File: src/rtl/trap_pkg.sv
// trap_pkg: cause codes, mtvec modes, FSM states and MIE index shared by the trap sequencer.
package trap_pkg;
  localparam logic [4:0] CAUSE_INST_MIS  = 5'd0;
  localparam logic [4:0] CAUSE_ILLEGAL   = 5'd2;
  localparam logic [4:0] CAUSE_EBREAK    = 5'd3;
  localparam logic [4:0] CAUSE_LOAD_MIS  = 5'd4;
  localparam logic [4:0] CAUSE_STORE_MIS = 5'd6;
  localparam logic [4:0] CAUSE_ECALL     = 5'd11;
  localparam logic [4:0] IRQ_CODE        = 5'd11;
  localparam logic [31:0] CAUSE_IRQ      = 32'h8000_000B;
  localparam logic [1:0] MTVEC_DIRECT    = 2'b00;
  localparam logic [1:0] MTVEC_VECTORED  = 2'b01;
  localparam int MIE_BIT = 3;
  typedef enum logic [1:0] {IDLE, PEND, REDIR} state_e;
endpackage

File: src/rtl/irq_sync.sv
// irq_sync: multi-flop synchronizer for the asynchronous external interrupt level.
module irq_sync #(
  parameter int STAGES = 2
) (
  input  logic clk,
  input  logic rst_n,
  input  logic i_async,
  output logic o_sync
);
  logic [STAGES-1:0] r_sync;
  always_ff @(posedge clk or negedge rst_n)
    if (!rst_n) r_sync <= '0;
    else r_sync <= {r_sync[STAGES-2:0], i_async};
  assign o_sync = r_sync[STAGES-1];
endmodule

File: src/rtl/trap_ctrl.sv
// trap_ctrl: commit-side trap/MRET sequencer producing CSR update pulses, pipeline flush and PC redirect.
module trap_ctrl
  import trap_pkg::*;
#(
  parameter int XLEN = 32,
  parameter int SYNC_STAGES = 2
) (
  input  logic            clk,
  input  logic            rst_n,
  input  logic            commit_valid,
  output logic            commit_ready,
  input  logic [XLEN-1:0] commit_pc,
  input  logic [31:0]     commit_inst,
  input  logic [XLEN-1:0] commit_addr,
  input  logic            exc_inst_mis,
  input  logic            exc_illegal,
  input  logic            exc_ebreak,
  input  logic            exc_ecall,
  input  logic            exc_load_mis,
  input  logic            exc_store_mis,
  input  logic            is_mret_in,
  input  logic            ext_irq,
  input  logic            csr_w,
  input  logic [XLEN-1:0] mstatus,
  input  logic [XLEN-1:0] mtvec,
  input  logic [XLEN-1:0] mepc_i,
  output logic            is_trap,
  output logic            is_mret,
  output logic [XLEN-1:0] mepc,
  output logic [XLEN-1:0] mcause,
  output logic [XLEN-1:0] mtval,
  output logic            flush,
  output logic            redirect_valid,
  output logic [XLEN-1:0] redirect_pc,
  input  logic            redirect_ready
);
  state_e          r_state;
  logic            r_mret, r_irq, r_flush, r_redir_valid, r_commit_ready;
  logic [XLEN-1:0] r_mepc, r_mcause, r_mtval;
  logic            w_irq_s, w_exc, w_irq, w_take, w_fire, w_unused;
  logic [4:0]      w_code;
  logic [XLEN-1:0] w_cause, w_tval, w_base;

  irq_sync #(.STAGES(SYNC_STAGES)) u_sync (
    .clk    (clk),
    .rst_n  (rst_n),
    .i_async(ext_irq),
    .o_sync (w_irq_s)
  );

  assign w_exc  = exc_inst_mis | exc_illegal | exc_ebreak | exc_ecall | exc_load_mis | exc_store_mis;
  assign w_irq  = w_irq_s & mstatus[MIE_BIT] & ~w_exc & ~is_mret_in;
  assign w_take = (r_state == IDLE) & commit_valid & (w_exc | is_mret_in | w_irq);
  assign w_code = exc_inst_mis ? CAUSE_INST_MIS : exc_illegal ? CAUSE_ILLEGAL :
                  exc_ebreak ? CAUSE_EBREAK : exc_ecall ? CAUSE_ECALL :
                  exc_load_mis ? CAUSE_LOAD_MIS : CAUSE_STORE_MIS;
  assign w_cause = w_exc ? XLEN'(w_code) : {1'b1, (XLEN-1)'(IRQ_CODE)};
  assign w_tval  = exc_inst_mis ? commit_addr : exc_illegal ? XLEN'(commit_inst) :
                   exc_ebreak ? commit_pc : exc_ecall ? '0 :
                   (exc_load_mis | exc_store_mis) ? commit_addr : '0;
  assign w_base  = {mtvec[XLEN-1:2], 2'b00};
  assign w_unused = &{1'b0, mstatus[XLEN-1:MIE_BIT+1], mstatus[MIE_BIT-1:0]};

  always_ff @(posedge clk or negedge rst_n)
    if (!rst_n) begin
      r_state        <= IDLE;
      r_mret         <= 1'b0;
      r_irq          <= 1'b0;
      r_flush        <= 1'b0;
      r_redir_valid  <= 1'b0;
      r_commit_ready <= 1'b1;
      r_mepc         <= '0;
      r_mcause       <= '0;
      r_mtval        <= '0;
    end else begin
      unique case (r_state)
        IDLE: if (w_take) begin
          r_state        <= PEND;
          r_flush        <= 1'b1;
          r_commit_ready <= 1'b0;
          r_mret         <= ~w_exc & is_mret_in;
          r_irq          <= w_irq;
          // MRET leaves the shadow cause/tval alone so the CSR rewrite is a no-op
          if (w_exc | w_irq) begin
            r_mepc   <= commit_pc;
            r_mcause <= w_cause;
            r_mtval  <= w_tval;
          end
        end
        PEND: if (!csr_w) begin
          r_state       <= REDIR;
          r_redir_valid <= 1'b1;
        end
        REDIR: if (redirect_ready) begin
          r_state        <= IDLE;
          r_flush        <= 1'b0;
          r_redir_valid  <= 1'b0;
          r_commit_ready <= 1'b1;
          r_mret         <= 1'b0;
        end
        default: r_state <= IDLE;
      endcase
    end

  assign w_fire         = (r_state == PEND) & ~csr_w;
  assign is_trap        = w_fire & ~r_mret;
  assign is_mret        = w_fire & r_mret;
  assign mepc           = r_mret ? mepc_i : r_mepc;
  assign mcause         = r_mcause;
  assign mtval          = r_mtval;
  assign flush          = r_flush;
  assign redirect_valid = r_redir_valid;
  assign commit_ready   = r_commit_ready;
  assign redirect_pc    = (r_state != REDIR) ? '0 : r_mret ? mepc_i :
                          (mtvec[1:0] == MTVEC_VECTORED && r_irq) ? w_base + (XLEN'(r_mcause[4:0]) << 2) : w_base;
endmodule

File: config.mk
export PLATFORM = sky130hd
export DESIGN_NAME = trap_ctrl
export DESIGN_NICKNAME = d
export VERILOG_FILES = /design/src/rtl/trap_pkg.sv /design/src/rtl/irq_sync.sv /design/src/rtl/trap_ctrl.sv
export SDC_FILE = /design/constraint.sdc
export NUM_CORES = 1
export LEC_CHECK = 0
export CORE_AREA = 2 2 130 132
export DETAILED_ROUTE_END_ITERATION = 12
export DIE_AREA = 0 0 132 134
export PLACE_DENSITY = 0.79
export SYNTH_ARGS = -nofsm -noshare
export SYNTH_HDL_FRONTEND = slang
export SYNTH_SLANG_ARGS = --single-unit
export TNS_END_PERCENT = 50
File: constraint.sdc
create_clock -name clk -period 5.2 [get_ports clk]
set_input_delay 1.56 -clock clk [delete_from_list [all_inputs] [get_ports clk]]
set_output_delay 1.56 -clock clk [all_outputs]
set_load 0.02 [all_outputs]
==> out/results.txt, run 1 <==
Cell accounting for the most synthesized area - dfrtp_1
GPL Wtd Cong - 0.8911
N_diodes - 0
Commonest cells in the synthesized netlist - nand2_1 (120), dfrtp_1 (77), a22oi_1 (60), o21ai_0 (45)
Initial drt markers - 377
Fin crit share - 0.9925
Area Overhead vs Synth - 64.41%
Status - complete, no violations
Critical path fanouts, max - 3
Detailed Route WL - 20990 um
Count leader, synth - nand2_1
Kind of critical path - in2out
Post-Synthesis Cells - 648
Wire per inst - 17.85 um
RSZ-0062 raised after global routing - true
Final slew viol count - 0
Die footprint - 0.01769 sq mm
GR Util All Layers - 0.2287
Post-DP HPWL - 16080 um
Final net count - 1162
Count of non-filler cells in the finished layout - 1176
First-pass GRT wire length - 32080 um
TritonCTS clock tree - built
IO Pins - 338
Pwr dens - 426.1 mW/mm^2
TritonRoute pass-1 iters - 5
Initial antenna violation count - 0
Maximum vdd ir drop - 0.2141 mV
# H-tree levels - 3
Post-DRT Antenna Nets - 0
Top post-synthesis cells by area - dfrtp_1 (35%), a22oi_1 (8.3%), nand2_1 (8.3%)
Type of destination of the critical path - output pin
Die W - 132 um
EDFF count, synth - 0
Layout fillers - 1528
Slew HR - 0.3079
Final Hold Viols - 0
Tightest hold margin - 0.3558 ns
Die height - 134 um
Design area - 0.008949 sq mm
Fin util - 0.5494
Leak - 3.678 nW
Top-area cell type share of the netlist area - 0.3540
Clock transition at path regs - 0.06 ns
Synth Flop Type - dfrtp_1
HP Class - reg2reg
Number of global-route vias before repair - 5992
Clock buffer depth - 2
Grt total ovfl - 0
Root Buffer - clkbuf_16
Total number of yosys warnings - 0
Largest net degree at the start of global routing - 99
Clk_skew - 0.007724 ns
Least-Margin Pin Slew - 1.038 ns
Dpl cells - 1153
# clock sinks - 78
Yosys reg bits - 78
Yosys cell types - 46
Setup violations, final - 0
Critical Path AT - 3.60 ns
Crit start category - input port
Max Freq - 193.8 MHz
Via Count - 6151
Placed Area - 0.008592 sq mm
Post-synthesis sequential area ratio - 0.3589
Layout cells sized above 1 - 0.1663
Initial Util - 0.3341
Avg Inst Size Synth - 8.399 sq um
Row count - 47
Core area - 0.01629 sq mm
Max-cap violations - 0
Crit path time final - 5.161 ns
Syn Std Cell Area - 0.005443 sq mm
Later-pin clock latency in the skew report - 0.33 ns
Ys async rst share - 1.000
Post-CTS Hold Buffers - 0
IO Port Bufs - 279
Vias/cell - 5.230
Setup TNS - 0 ns
Residual DRC - 0
Total CTS buffers - 9
Worst endpoint required time - 3.64 ns
[stage by stage]
stage	power (mW)	setup WS, ns
2_1_floorplan	2.205	0.2052
3_3_place_gp	3.205	-0.7481
3_5_place_dp	3.237	-0.7513
4_1_cts	3.841	0.003950
5_1_grt	4.042	-0.004519
6_report	3.813	0.03893
[power by group]
part	internal (mW)	leakage, nW	switching, mW
logic	1.02	2.61	1.12
clock network	0.344	0.137	0.238
registers	0.890	0.929	0.197
[worst max-delay path, stage by stage]
cell,delay [ns]
clkdlybuf4s50_1,0.47
nand4_1,0.16
nor2_2,0.17
nand4_1,0.16
buf_4,0.17
or3_1,0.32
a31oi_1,0.24
clkdlybuf4s15_1,0.34
[area by class of cell]
cell class                 count  area, sq um  area share
clock buffer                  11        252.7     0.02824
clock inverter                 4        22.52    0.002517
inverter                      19        71.32    0.007970
multi-input combinational    500         3181      0.3554
sequential                    78         1954      0.2184
tap                          220        275.3     0.03076
timing repair buffer         344         3192      0.3567
[cells by family after synthesis]
group,share of synthesized area
AOI/OAI and AO/OA,0.2800
xor gates and xnor gates,0.03379
adders and majority gates,0.01287
buffers and inverters,0.09770
DFF,0.3589
muxes,0.05586
other,0.0006890
and+or+nand+nor,0.1602
[placed cells by master, fill, tap and decap left out, types with 6 or more instances in the layout]
| cell type | instances |
|---|---|
| clkdlybuf4s50_1 | 232 |
| nand2_1 | 119 |
| dfrtp_1 | 76 |
| buf_4 | 67 |
| a22oi_1 | 60 |
| o21ai_0 | 45 |
| a21oi_1 | 35 |
| o21a_1 | 34 |
| o211ai_1 | 31 |
| mux2_2 | 27 |
| conb_1 | 27 |
| inv_1 | 19 |
| dlygate4sd2_1 | 19 |
| xnor2_1 | 14 |
| nor2_1 | 14 |
| nand4_1 | 9 |
| clkbuf_16 | 9 |
| clkbuf_2 | 8 |
| nand3_1 | 7 |
| xor2_1 | 7 |
| buf_2 | 7 |
| or4_1 | 6 |
| o31ai_1 | 6 |
| a31oi_1 | 6 |
[repair_timing]
action / in CTS / in global routing
cloned: 0 / 0
gates resized for setup: 117 / 22
pin swaps: 17 / 10
endpoints found under the setup margin: 29 / 18
setup buffers: 3 / 5
[worst paths after layout]
kind,from,to,slack (ns),cells past startpoint
max,mtvec[19],redirect_pc[26],0.04,8
min,u_sync.r_sync[0],u_sync.r_sync[1],0.36,0
max reg2reg,r_state[0],mtval[2],2.92,5
min reg2reg,u_sync.r_sync[0],u_sync.r_sync[1],0.36,0
max in group asynchronous,rst_n,r_mret,3.13,1
min in group asynchronous,rst_n,u_sync.r_sync[0],1.40,1
[flip-flops by register name (all words and copies together), names as in the netlist]
register        cells
commit_ready        1
flush               1
mcause              5
mtval              32
r_irq               1
r_mepc             32
r_mret              1
r_state             2
redirect_valid      1
u_sync.r_sync       2
[per-layer routing]
metal / GRT usage / wire length (um)
met1: 0.2902 / 8662
met5: 0 / 0
met2: 0.3921 / 10220
met4: 0.07729 / 624
met3: 0.04308 / 1482
Power figures use the tool's default switching activity.
==> inputs of run 2 (changes only) <==
CELL_PAD_IN_SITES_DETAIL_PLACEMENT = 1   (was not set)
CELL_PAD_IN_SITES_GLOBAL_PLACEMENT = 1   (was not set)
CORE_AREA = not set   (was 2 2 130 132)
CORE_UTILIZATION = 26   (was not set)
DIE_AREA = not set   (was 0 0 132 134)
PLACE_DENSITY = 0.87   (was 0.79)
==> out/results.txt, run 2 (synthesized netlist as in run 1, its figures left out) <==
Area Overhead vs Synth - 68.39%
WP buf/inv - 5
Die height - 146.7 um
Most used cell, CP - buf_4
Commonest non-fill, non-tap cell in the layout - clkdlybuf4s50_1
Vias/cell - 5.063
IO Pins - 338
Met1 WL - 10330 um
Setup ws final - 0.02372 ns
Slew HR - 0.2999
Hold path depth - 0
Detailed Route WL - 24600 um
Status - complete, no violations
TritonCTS clock tree - built
Later-pin clock latency in the skew report - 0.33 ns
Setup violations, final - 0
R2R Path End - mtval[17]
Initial antenna violation count - 3
Final net count - 1165
Fin crit share - 0.9954
Maximum vdd ir drop - 0.2108 mV
HP Class - reg2reg
Fin util - 0.4500
Tightest hold margin - 0.3477 ns
Initial Util - 0.2673
Row count - 52
Setup TNS - 0 ns
Min-delay src - u_sync.r_sync[0]
Final slew viol count - 0
Die W - 146.7 um
Crit start category - input port
Post-CTS Hold Buffers - 0
Final Hold Viols - 0
Critical Path AT - 3.62 ns
TritonRoute pass-1 iters - 5
Number of global-route vias before repair - 6547
Residual DRC - 0
Post-DP HPWL - 18760 um
First-pass GRT wire length - 37210 um
Met2 routed WL - 12170 um
Die footprint - 0.02152 sq mm
# H-tree levels - 3
Top layer in use - met5
Met3 routed WL - 1624 um
Root Buffer - clkbuf_16
GPL Wtd Cong - 0.8589
Reg-to-reg startpoint - r_state[0]
Clk_skew - 0.009444 ns
Clock transition at path regs - 0.06 ns
# clock sinks - 78
Total CTS buffers - 9
CP peak stage delay - 0.48 ns
Pwr dens - 430.4 mW/mm^2
Most frequent cells in the layout - clkdlybuf4s50_1 (232), nand2_1 (119), dfrtp_1 (76)
Worst endpoint required time - 3.64 ns
IO Port Bufs - 279
Kind of critical path - in2out
DP Worst Slack - -1.035 ns
Flop-to-flop setup slack - 2.84 ns
Post-DRT Antenna Nets - 0
Critical path's slowest cell - clkdlybuf4s50_1
Via Count - 6223
Leak - 3.773 nW
Initial drt markers - 186
Max-cap violations - 0
Hold Path End - u_sync.r_sync[1]
Critical path fanouts, max - 4
Clock buffer depth - 2
Worst reg-to-reg path cell count - 6
Max Freq - 193.2 MHz
Crit path time final - 5.176 ns
Type of destination of the critical path - output pin
Core area - 0.02036 sq mm
Largest net degree at the start of global routing - 79
Crit-path cells - clkdlybuf4s50_1, nand4_1, nor2_2, nand4_1, buf_4, buf_4, buf_4, o31ai_4, a31oi_1, buf_2
N_diodes - 0
GR Util All Layers - 0.2242
Grt total ovfl - 0
Least-Margin Pin Slew - 1.050 ns
Wire per inst - 20.01 um
Layout cells sized above 1 - 0.1741
CP top delay family - buffers and inverters
-- run 2: how the worst max path moves through the flow --
stage | endpoint | start | slack [ns] | cells after the start
2_1_floorplan | redirect_pc[28] | mtvec[2] | 0.21 | 7
3_3_place_gp | redirect_pc[14] | mtvec[2] | -0.88 | 10
3_5_place_dp | redirect_pc[16] | mtvec[2] | -1.03 | 10
4_1_cts | redirect_pc[31] | mtvec[19] | -0.16 | 6
5_1_grt | redirect_pc[28] | mtvec[22] | -0.07 | 10
6_report | redirect_pc[28] | mtvec[22] | 0.02 | 10
-- run 2: layout make-up --
type	instances	area, sq um
Fill cell	2375	11200
Multi-Input combinational cell	500	3257
Timing Repair Buffer	347	3236
Sequential cell	78	1954
Tap cell	270	337.8
Clock buffer	12	266.5
Inverter	19	71.32
Clock inverter	3	42.54
-- run 2: report_power, final --
| group | switching [mW] | total (mW) | internal [mW] | leakage, nW |
|---|---|---|---|---|
| combinational | 1.16 | 2.19 | 1.03 | 2.69 |
| clock | 0.243 | 0.650 | 0.408 | 0.151 |
| sequential | 0.213 | 1.10 | 0.890 | 0.929 |
| total | 1.61 | 3.94 | 2.33 | 3.77 |
-- run 2: stage by stage --
step	std cells	total power, mW	instance area (sq um)
2_1_floorplan	674	2.205	5540
3_3_place_gp	1205	3.240	8682
3_5_place_dp	1205	3.305	8682
4_1_cts	1225	3.982	9092
5_1_grt	1229	4.189	9165
6_report	1229	3.945	9165
-- run 2: what timing repair did --
| action | 4_1_cts | 5_1_grt |
|---|---|---|
| pin swaps | 15 | 15 |
| buffers inserted | 5 | 4 |
| resized for setup | 119 | 37 |
| endpoints found under the setup margin | 29 | 26 |
-- run 2: layer usage --
layer  up-vias  track usage
li1       2912            -
met1      3025       0.2772
met2       247       0.3867
met3        37      0.04688
met4         2      0.07135
met5         -            0
==> inputs of run 3 (changes only) <==
CORE_UTILIZATION = 25   (was 26)
SYNTH_HIERARCHICAL = 1   (was not set)
==> out/results.txt, run 3 <==
Met3 routed WL - 1285 um
Slew HR - 0.2352
Commonest cells in the synthesized netlist - nand2_1 (148), dfrtp_1 (77), o21ai_0 (72), a21oi_1 (68), nor2_1 (55)
IO Pins - 338
Commonest non-fill, non-tap cell in the layout - clkdlybuf4s50_1
Initial antenna violation count - 3
Met1 WL - 10350 um
Avg Inst Size Synth - 7.740 sq um
Clock buffer depth - 2
Grt total ovfl - 0
Placed Area - 0.008487 sq mm
Ys async rst share - 1.000
Synth Area in Simple Gates - 0.2178
Wire per inst - 18.61 um
Met2 routed WL - 11180 um
Die W - 146.8 um
Top layer in use - met4
Largest net degree at the start of global routing - 93
Status - complete, no violations
HP Class - reg2reg
Pwr dens - 428.3 mW/mm^2
Cell accounting for the most synthesized area - dfrtp_1
GR Util All Layers - 0.2130
EDFF count, synth - 0
Total CTS buffers - 9
Final net count - 1182
Vias/cell - 4.797
Top-area cell type share of the netlist area - 0.3677
Type of destination of the critical path - output pin
Critical path fanouts, max - 5
Mux cell area share after synthesis - 0.06232
Most frequent cells in the layout - clkdlybuf4s50_1 (247), nand2_1 (148), dfrtp_1 (76)
Yosys cell types - 52
Layout cells sized above 1 - 0.1443
Setup violations, final - 0
Total Power - 3.777 mW
Synth Area in XOR/XNOR - 0.04346
Yosys reg bits - 78
Least-Margin Pin Slew - 1.147 ns
Core area - 0.02036 sq mm
# clock sinks - 78
TritonCTS clock tree - built
Setup TNS - 0 ns
Leak - 3.711 nW
Detailed Route WL - 23240 um
Max Freq - 194.5 MHz
GPL Wtd Cong - 0.8544
Synth Flop Type - dfrtp_1
Crit path time final - 5.141 ns
Count leader, synth - nand2_1
Die height - 146.8 um
Count of non-filler cells in the finished layout - 1249
Combinational family with the most area after synthesis - simple AND/OR/NAND/NOR gates
Syn Std Cell Area - 0.005240 sq mm
Area Overhead vs Synth - 68.29%
Post-synthesis sequential area ratio - 0.3727
Initial drt markers - 245
Top post-synthesis cells by area - dfrtp_1 (37%), nand2_1 (11%), o21ai_0 (6.9%)
Dpl cells - 1230
Crit start category - input port
First-pass GRT wire length - 35640 um
Fin crit share - 0.9887
Final slew viol count - 0
Critical Path AT - 3.58 ns
Worst endpoint required time - 3.64 ns
RSZ-0062 raised after global routing - false
Root Buffer - clkbuf_16
# H-tree levels - 3
Maximum vdd ir drop - 0.1940 mV
Max-cap violations - 0
Number of global-route vias before repair - 6333
Clk_skew - 0.01238 ns
Post-Synthesis Cells - 677
Post-DRT Antenna Nets - 0
Total number of yosys warnings - 6
Initial Util - 0.2573
TritonRoute pass-1 iters - 4
Synth Area in Compound Gates - 0.2061
Die footprint - 0.02154 sq mm
IO Port Bufs - 279
Residual DRC - 0
Design area - 0.008818 sq mm
Via Count - 5991
Later-pin clock latency in the skew report - 0.33 ns
Post-DP HPWL - 18270 um
Final Hold Viols - 0
Row count - 52
Clock transition at path regs - 0.07 ns
Post-Synth Adder-Cell Area - 0.01337
Kind of critical path - in2out
-- run 3: cell types whose count changed after synthesis, moves of 10 or more --
cell,change
a21oi_1,+33
a22oi_1,-29
clkbuf_1,+10
nand2_1,+28
nor2_1,+39
o211ai_1,-30
o21a_1,-34
o21ai_0,+27
xor2_1,+11
-- run 3: path summary, 6_finish.rpt --
kind / startpoint / end / slack, ns / cells past startpoint
setup / recovery: mtvec[7] / redirect_pc[28] / 0.06 / 9
setup reg to reg: r_state[0] / r_mepc[26] / 3.18 / 6
min in group asynchronous: rst_n / mtval[29] / 1.30 / 1
max in group asynchronous: rst_n / mtval[7] / 3.11 / 2
hold reg to reg: u_sync/r_sync[0] / u_sync/r_sync[1] / 0.36 / 0
hold / removal: u_sync/r_sync[0] / u_sync/r_sync[1] / 0.36 / 0
-- run 3: cells by family after synthesis --
family / Yosys count
other: 1
AOI/OAI and AO/OA: 190
buffers and inverters: 89
DFF: 78
and+or+nand+nor: 259
adders and majority gates: 5
xor gates and xnor gates: 26
muxes: 29
-- run 3: worst max-delay path: stages --
cell and delay (ns):
clkdlybuf4s50_1 0.53, nand2_1 0.13, nor4_4 0.33, buf_4 0.17
buf_4 0.13, nand4b_1 0.12, xor2_1 0.18, a21oi_1 0.15
clkdlybuf4s15_2 0.29
-- run 3: layer usage --
metal | GRT usage | vias up
met1 | 0.2776 | 2873
li1 | - | 2885
met3 | 0.03323 | 27
met2 | 0.3609 | 206
met4 | 0.06510 | 0
met5 | 0 | -
-- run 3: power by group --
group          leakage [nW]  switching [mW]  internal (mW)
registers             0.970           0.195          0.873
logic                  2.59            1.10          0.920
clock network         0.153           0.262          0.424
total                  3.71            1.56           2.22
-- run 3: area by class of cell --
type	instances	area, sq um
sequential	78	1954
fill	2473	11550
multi-input combinational	536	3037
timing repair buffer	329	3094
antenna	2	5.005
clock inverter	6	93.84
tap	270	337.8
clock buffer	10	229.0
inverter	18	67.56
-- run 3: repair_timing --
item / in CTS / in global routing
pin swaps: 3 / 5
gates resized for setup: 100 / 18
setup endpoints to repair: 29 / 24
buffers inserted: 1 / 0
hold buffers: 0 / 0
-- run 3: metrics by stage --
step / hold WS (ns) / util / worst slack, ns
4_1_cts: 0.3511 / 0.4320 / -0.06584
3_3_place_gp: 0.3339 / 0.4167 / -0.8875
6_report: 0.3604 / 0.4330 / 0.05860
3_5_place_dp: 0.3356 / 0.4167 / -0.9304
5_1_grt: 0.3656 / 0.4329 / 0.005584
2_1_floorplan: 0.3312 / - / 0.1644
